**config.mk**
```make
export PLATFORM = sky130hd
export DESIGN_NAME = ss_mux_driver
export DESIGN_NICKNAME = d
export VERILOG_FILES = /design/src/rtl/ss_mux_driver.sv
export SDC_FILE = /design/constraint.sdc
export NUM_CORES = 1
export LEC_CHECK = 0
export CAP_MARGIN = 15
export CELL_PAD_IN_SITES_DETAIL_PLACEMENT = 1
export CELL_PAD_IN_SITES_GLOBAL_PLACEMENT = 1
export CORE_MARGIN = 4
export CORE_UTILIZATION = 43
export DETAILED_ROUTE_END_ITERATION = 10
export PLACE_DENSITY_LB_ADDON = 0.1
export SETUP_SLACK_MARGIN = 0.02
export SLEW_MARGIN = 10
export SYNTH_ARGS = -nofsm -noshare
export SYNTH_HDL_FRONTEND = slang
export SYNTH_SLANG_ARGS = --single-unit
```
**constraint.sdc**
```tcl
create_clock -name clk -period 3.23 [get_ports clk]
set_input_delay 0.4845 -clock clk [delete_from_list [all_inputs] [get_ports clk]]
set_output_delay 0.4845 -clock clk [all_outputs]
set_load 0.05 [all_outputs]
```
**src/rtl/ss_mux_driver.sv**
```systemverilog
// rtl/ss_mux_driver.sv - multiplexed seven-segment driver with frame-committed data, LZ blanking, blink and PWM dimming
module ss_mux_driver #(
  parameter int NUM_DIGITS = 8,
  parameter int DIV_BITS   = 17,
  parameter int PWM_BITS   = 8,
  parameter int BLINK_BITS = 25
) (
  input  logic                    clk,
  input  logic                    reset,
  input  logic [4*NUM_DIGITS-1:0] digits_in,
  input  logic [NUM_DIGITS-1:0]   dp_in,
  input  logic [NUM_DIGITS-1:0]   blank_in,
  input  logic [NUM_DIGITS-1:0]   blink_in,
  input  logic                    lz_blank_en,
  input  logic                    load,
  input  logic [PWM_BITS-1:0]     brightness,
  output logic [NUM_DIGITS-1:0]   an_n,
  output logic [7:0]              seg_n,
  output logic                    frame_start
);

  localparam int IDX_W = (NUM_DIGITS > 1) ? $clog2(NUM_DIGITS) : 1;
  localparam logic [IDX_W-1:0] LAST_IDX = IDX_W'(NUM_DIGITS - 1);

  // Active-high gfedcba pattern for a hex code
  function automatic logic [6:0] hex_glyph(input logic [3:0] code);
    case (code)
      4'h0: hex_glyph = 7'h3F;
      4'h1: hex_glyph = 7'h06;
      4'h2: hex_glyph = 7'h5B;
      4'h3: hex_glyph = 7'h4F;
      4'h4: hex_glyph = 7'h66;
      4'h5: hex_glyph = 7'h6D;
      4'h6: hex_glyph = 7'h7D;
      4'h7: hex_glyph = 7'h07;
      4'h8: hex_glyph = 7'h7F;
      4'h9: hex_glyph = 7'h6F;
      4'hA: hex_glyph = 7'h77;
      4'hB: hex_glyph = 7'h7C;
      4'hC: hex_glyph = 7'h39;
      4'hD: hex_glyph = 7'h5E;
      4'hE: hex_glyph = 7'h79;
      default: hex_glyph = 7'h71;
    endcase
  endfunction

  logic [DIV_BITS-1:0]     presc_q, presc_d;
  logic [IDX_W-1:0]        idx_q, idx_d;
  logic [PWM_BITS-1:0]     pwm_q, pwm_d;
  logic [BLINK_BITS-1:0]   blink_q, blink_d;

  logic [4*NUM_DIGITS-1:0] pend_digits_q, pend_digits_d;
  logic [NUM_DIGITS-1:0]   pend_dp_q, pend_dp_d;
  logic [NUM_DIGITS-1:0]   pend_blank_q, pend_blank_d;
  logic [NUM_DIGITS-1:0]   pend_blink_q, pend_blink_d;
  logic                    pend_lz_q, pend_lz_d;

  logic [4*NUM_DIGITS-1:0] act_digits_q, act_digits_d;
  logic [NUM_DIGITS-1:0]   act_dp_q, act_dp_d;
  logic [NUM_DIGITS-1:0]   act_blank_q, act_blank_d;
  logic [NUM_DIGITS-1:0]   act_blink_q, act_blink_d;
  logic                    act_lz_q, act_lz_d;

  logic [NUM_DIGITS-1:0]   an_n_q, an_n_d;
  logic [7:0]              seg_n_q, seg_n_d;
  logic                    frame_start_q, frame_start_d;

  logic                    tick;
  logic                    commit;
  logic [NUM_DIGITS-1:0]   lz_mask;
  logic                    lz_run;
  logic [3:0]              cur_code;
  logic                    pwm_on;
  logic                    blanked;

  // Free-running counters, digit scan index and frame-wrap commit strobe
  always_comb begin
    presc_d = presc_q + DIV_BITS'(1);
    pwm_d   = pwm_q + PWM_BITS'(1);
    blink_d = blink_q + BLINK_BITS'(1);
    tick    = &presc_q;
    commit  = tick && (idx_q == LAST_IDX);
    idx_d   = idx_q;
    if (tick) begin
      idx_d = commit ? '0 : idx_q + IDX_W'(1);
    end
  end

  // Pending set captures on load; active set takes the pre-load pending contents at commit
  always_comb begin
    pend_digits_d = pend_digits_q;
    pend_dp_d     = pend_dp_q;
    pend_blank_d  = pend_blank_q;
    pend_blink_d  = pend_blink_q;
    pend_lz_d     = pend_lz_q;
    if (load) begin
      pend_digits_d = digits_in;
      pend_dp_d     = dp_in;
      pend_blank_d  = blank_in;
      pend_blink_d  = blink_in;
      pend_lz_d     = lz_blank_en;
    end
    act_digits_d = act_digits_q;
    act_dp_d     = act_dp_q;
    act_blank_d  = act_blank_q;
    act_blink_d  = act_blink_q;
    act_lz_d     = act_lz_q;
    if (commit) begin
      act_digits_d = pend_digits_q;
      act_dp_d     = pend_dp_q;
      act_blank_d  = pend_blank_q;
      act_blink_d  = pend_blink_q;
      act_lz_d     = pend_lz_q;
    end
  end

  // Leading-zero mask: blank from the top digit down while code is zero with no dp; digit 0 always shown
  always_comb begin
    lz_mask = '0;
    lz_run  = act_lz_q;
    for (int k = NUM_DIGITS - 1; k >= 1; k--) begin
      lz_run     = lz_run && (act_digits_q[4*k +: 4] == 4'h0) && !act_dp_q[k];
      lz_mask[k] = lz_run;
    end
  end

  // Next output values for the digit currently selected by the scan index
  always_comb begin
    cur_code      = act_digits_q[{idx_q, 2'b00} +: 4];
    pwm_on        = (pwm_q < brightness);
    blanked       = act_blank_q[idx_q] | lz_mask[idx_q] |
                    (act_blink_q[idx_q] & blink_q[BLINK_BITS-1]);
    an_n_d        = pwm_on ? ~(NUM_DIGITS'(1) << idx_q) : '1;
    seg_n_d       = (pwm_on && !blanked) ? {~act_dp_q[idx_q], ~hex_glyph(cur_code)} : 8'hFF;
    frame_start_d = commit;
  end

  // State and registered outputs; reset blanks everything and drops pending data
  always_ff @(posedge clk) begin
    if (reset) begin
      presc_q       <= '0;
      idx_q         <= '0;
      pwm_q         <= '0;
      blink_q       <= '0;
      pend_digits_q <= '0;
      pend_dp_q     <= '0;
      pend_blank_q  <= '1;
      pend_blink_q  <= '0;
      pend_lz_q     <= 1'b0;
      act_digits_q  <= '0;
      act_dp_q      <= '0;
      act_blank_q   <= '1;
      act_blink_q   <= '0;
      act_lz_q      <= 1'b0;
      an_n_q        <= '1;
      seg_n_q       <= 8'hFF;
      frame_start_q <= 1'b0;
    end else begin
      presc_q       <= presc_d;
      idx_q         <= idx_d;
      pwm_q         <= pwm_d;
      blink_q       <= blink_d;
      pend_digits_q <= pend_digits_d;
      pend_dp_q     <= pend_dp_d;
      pend_blank_q  <= pend_blank_d;
      pend_blink_q  <= pend_blink_d;
      pend_lz_q     <= pend_lz_d;
      act_digits_q  <= act_digits_d;
      act_dp_q      <= act_dp_d;
      act_blank_q   <= act_blank_d;
      act_blink_q   <= act_blink_d;
      act_lz_q      <= act_lz_d;
      an_n_q        <= an_n_d;
      seg_n_q       <= seg_n_d;
      frame_start_q <= frame_start_d;
    end
  end

  assign an_n        = an_n_q;
  assign seg_n       = seg_n_q;
  assign frame_start = frame_start_q;

endmodule

```
==> metrics.txt <==
setup TNS=0 ns; Max Root-Sink Buffers=2; Switching Share=22.21%; CP max FO=10; maxcap violations=0; total track usage=18.79%; critical path class=flip-flop to flip-flop; Boundary Pins=85; DIE AREA=19740 um^2; most frequent cells in the layout=dfxtp_1 (184), nand2_1 (144), nor2_1 (102); Final Skew=0.006753 ns; Post-CTS Repair Setup Buffers=0; family with the most delay on the worst path=multiplexers; final WL=17800 um; Net count, final=977; # DRC=0; DPL Wire Length=12510 um; Hold/Removal Path Class=flip-flop to flip-flop; Clock Power Share=43.3%; crit end category=flip-flop; Tcrit/Tclk final=79.50%; Post-synth ARST share=0%; CTS clk-pin slew, worst paths=0.07 ns; Syn Area/Cell=9.230 um^2; Syn-to-layout area delta=21.05%; synth top area cells=dfxtp_1 (49%), mux2i_1 (7.2%), nand2_1 (7.2%), nor2_1 (5.1%), a21oi_1 (4.0%); Flop pwr share=51.4%; Int Pwr=3.560 mW; top-area cell type share of the netlist area=48.79%; Crit path buffers/inverters=1; Slew headroom=32.04%; CP required=3.54 ns; largest family of logic cells by synthesized area=simple AND/OR/NAND/NOR gates; fin cells=1124; Max Fclk=389.5 MHz; # setup viols final=0; status=complete, no violations; layout cells sized above 1=6.340%; initial antenna violation count=0; Pre-antenna DRT Iters=4; CTS tree=built; Clock Sinks=184; min Tclk post-route=2.568 ns; gpl congestion=0.8066; first-pass GRT wire length=30390 um; worst hold start=blink_q[0]; Critical R2R Launch=idx_q[0]; Fillers=1932; Wirelength per Cell=15.83 um; Hold Path End=blink_q[0]; final hold vios=0; power density over the cells=500.8 nW/um^2; R2R Setup Slk=0.66 ns; Synth Area in Compound Gates=8.104%; Routed Antenna Nets=0; final core utilization=53.02%; IO Port Bufs=84; row count=48; Die H=140.5 um; post-cts gate resize count=0; CP peak stage delay=0.67 ns; CTS buffer count=17; post-synthesis mux area share=11.34%; syn_nets=909; Seq/Total Area, Yosys=48.79%; vias in the first global route=6298; RSZ-0062 raised after global routing=false; Netlist Area Pre-Place=7550 um^2; hold depth=1; Seq. cell area=3684 um^2; CP max-delay cell=mux4_1; Core Box Area=17240 um^2; Post-Synth Adder-Cell Area=3.812%; post-synthesis xor/xnor area fraction=4.524%; CP Launch Type=flip-flop; DR vias/cell=5.182; Synth Flop Type=dfxtp_1; worst-margin pin slew=1.019 ns; Slew Viols, Final=0; global route total overflow=0; starting density of the core=43.80%; P_sw=1.016 mW; area of the multi-input gates=3616 um^2; CTS Hold Bufs=0; VDD IR max=0.0003676 V; logic gate share of total power=5.3%; warnings from Yosys=0; die width=140.5 um; diode count=0; Yosys cell types=51; Cells after DPL=1092; cell taking the most area after synthesis=dfxtp_1; crit path cell chain=mux4_1, nand2_1, and2_1, inv_1, ha_1, nor2b_1, a211oi_1, o21ai_0; DRT iter0 DRCs=205; Yosys reg bits=184; EDFF count, synth=0; Mapped Cells=818; critical path arrival=2.88 ns; via count=5825; CTS root buf=clkbuf_16; worst r2r path cells=8; Worst-Skew Late Latency=0.43 ns; leakage=3.616 nW; end of the worst register-to-register path=seg_n[3]; htree depth=4; Post-Synth Simple-Gate Area=20.10%; largest net degree at the start of global routing=169; commonest non-fill, non-tap cell in the layout=dfxtp_1
==> cells by family (layout without fill, tap and decap cells) <==
| logic type | after synthesis | after routing |
|---|---|---|
| AND/OR/NAND/NOR | 343 | 343 |
| multiplexers | 67 | 67 |
| buffers and inverters | 61 | 142 |
| XOR/XNOR | 39 | 39 |
| flip-flops | 184 | 184 |
| AO/OA/AOI/OAI | 101 | 101 |
| adder cells (fa/ha/maj) | 23 | 23 |
==> sequential cells by signal, summed over array words and instances (netlist names) <==
register / cells
seg_n: 8
act_digits_q: 32
pend_dp_q: 8
frame_start: 1
pend_blink_q: 8
act_dp_q: 8
pend_digits_q: 32
act_lz_q: 1
presc_q: 17
act_blank_q: 8
an_n: 8
idx_q: 3
act_blink_q: 8
pend_lz_q: 1
pwm_q: 8
pend_blank_q: 8
blink_q: 25
==> synthesized netlist by cell type, types with 2 or more instances <==
| master | count |
|---|---|
| nor3_1 | 8 |
| nor2_1 | 102 |
| xor2_1 | 30 |
| nand4_1 | 8 |
| ha_1 | 23 |
| o21ai_0 | 10 |
| nor2b_1 | 14 |
| nand3_1 | 26 |
| buf_1 | 10 |
| a2111oi_0 | 2 |
| a211o_1 | 8 |
| nand2b_1 | 3 |
| o22ai_1 | 2 |
| dfxtp_1 | 184 |
| inv_1 | 13 |
| a31oi_1 | 2 |
| buf_2 | 3 |
| a211oi_1 | 4 |
| and2_1 | 4 |
| mux4_2 | 4 |
| mux4_1 | 8 |
| clkbuf_1 | 29 |
| and3_1 | 10 |
| o21a_1 | 2 |
| xnor2_1 | 9 |
| buf_4 | 3 |
| nand3b_1 | 9 |
| o221ai_1 | 3 |
| nand2_1 | 144 |
| or3_1 | 4 |
| a21oi_1 | 60 |
| or4_1 | 3 |
| inv_2 | 2 |
| mux2i_1 | 54 |
| nor4_1 | 2 |
==> cell type report <==
type                    count  area share, %
multi-input cells         573          39.57
inverters                  15         0.6161
clock inverters            11          1.068
repair buffers             95          10.32
flip-flops and latches    184          40.31
well taps                 225          3.081
clock buffers              21          5.038
==> metal layers <==
| metal | wire [um] | GRT usage (%) | part of all wire (%) |
|---|---|---|---|
| met4 | 288 | 6.017 | 1.6 |
| met3 | 504 | 3.858 | 2.8 |
| met2 | 9254 | 34.17 | 52 |
| met1 | 7751 | 22.07 | 44 |
| met5 | 0 | 0 | 0 |
==> per-stage QoR <==
| step | power, mW | hold slack [ns] | cell area [um^2] | setup slack [ns] |
|---|---|---|---|---|
| 2_1_floorplan | 2.528 | 0.4132 | 7550 | 0.9498 |
| 3_3_place_gp | 2.639 | 0.4239 | 8581 | 0.5360 |
| 3_5_place_dp | 2.652 | 0.4373 | 8581 | 0.4212 |
| 4_1_cts | 4.635 | 0.4478 | 9139 | 0.6246 |
| 5_1_grt | 4.758 | 0.4750 | 9139 | 0.3966 |
| 6_report | 4.576 | 0.4400 | 9139 | 0.6623 |
==> how the worst max path moves through the flow <==
stage / from / endpoint / slack (ns) / depth (start not counted)
after detailed placement: brightness[2] / seg_n[6] / 0.42 / 9
after floorplan: presc_q[0] / act_digits_q[29] / 0.95 / 10
final: idx_q[0] / seg_n[3] / 0.66 / 8
after global placement: brightness[2] / seg_n[5] / 0.54 / 9
after CTS: idx_q[0] / seg_n[6] / 0.62 / 6
after global routing: presc_q[0] / act_digits_q[30] / 0.40 / 9
==> power groups by stage <==
stage / combinational, mW / clock, mW / sequential, mW
finish: 0.243 / 1.98 / 2.35
global route: 0.273 / 2.13 / 2.36
CTS: 0.249 / 2.03 / 2.35
detailed placement: 0.248 / 0 / 2.40
global placement: 0.236 / 0 / 2.40
floorplan: 0.131 / 0 / 2.40
Note: power is estimated with default switching activity, not from simulation.
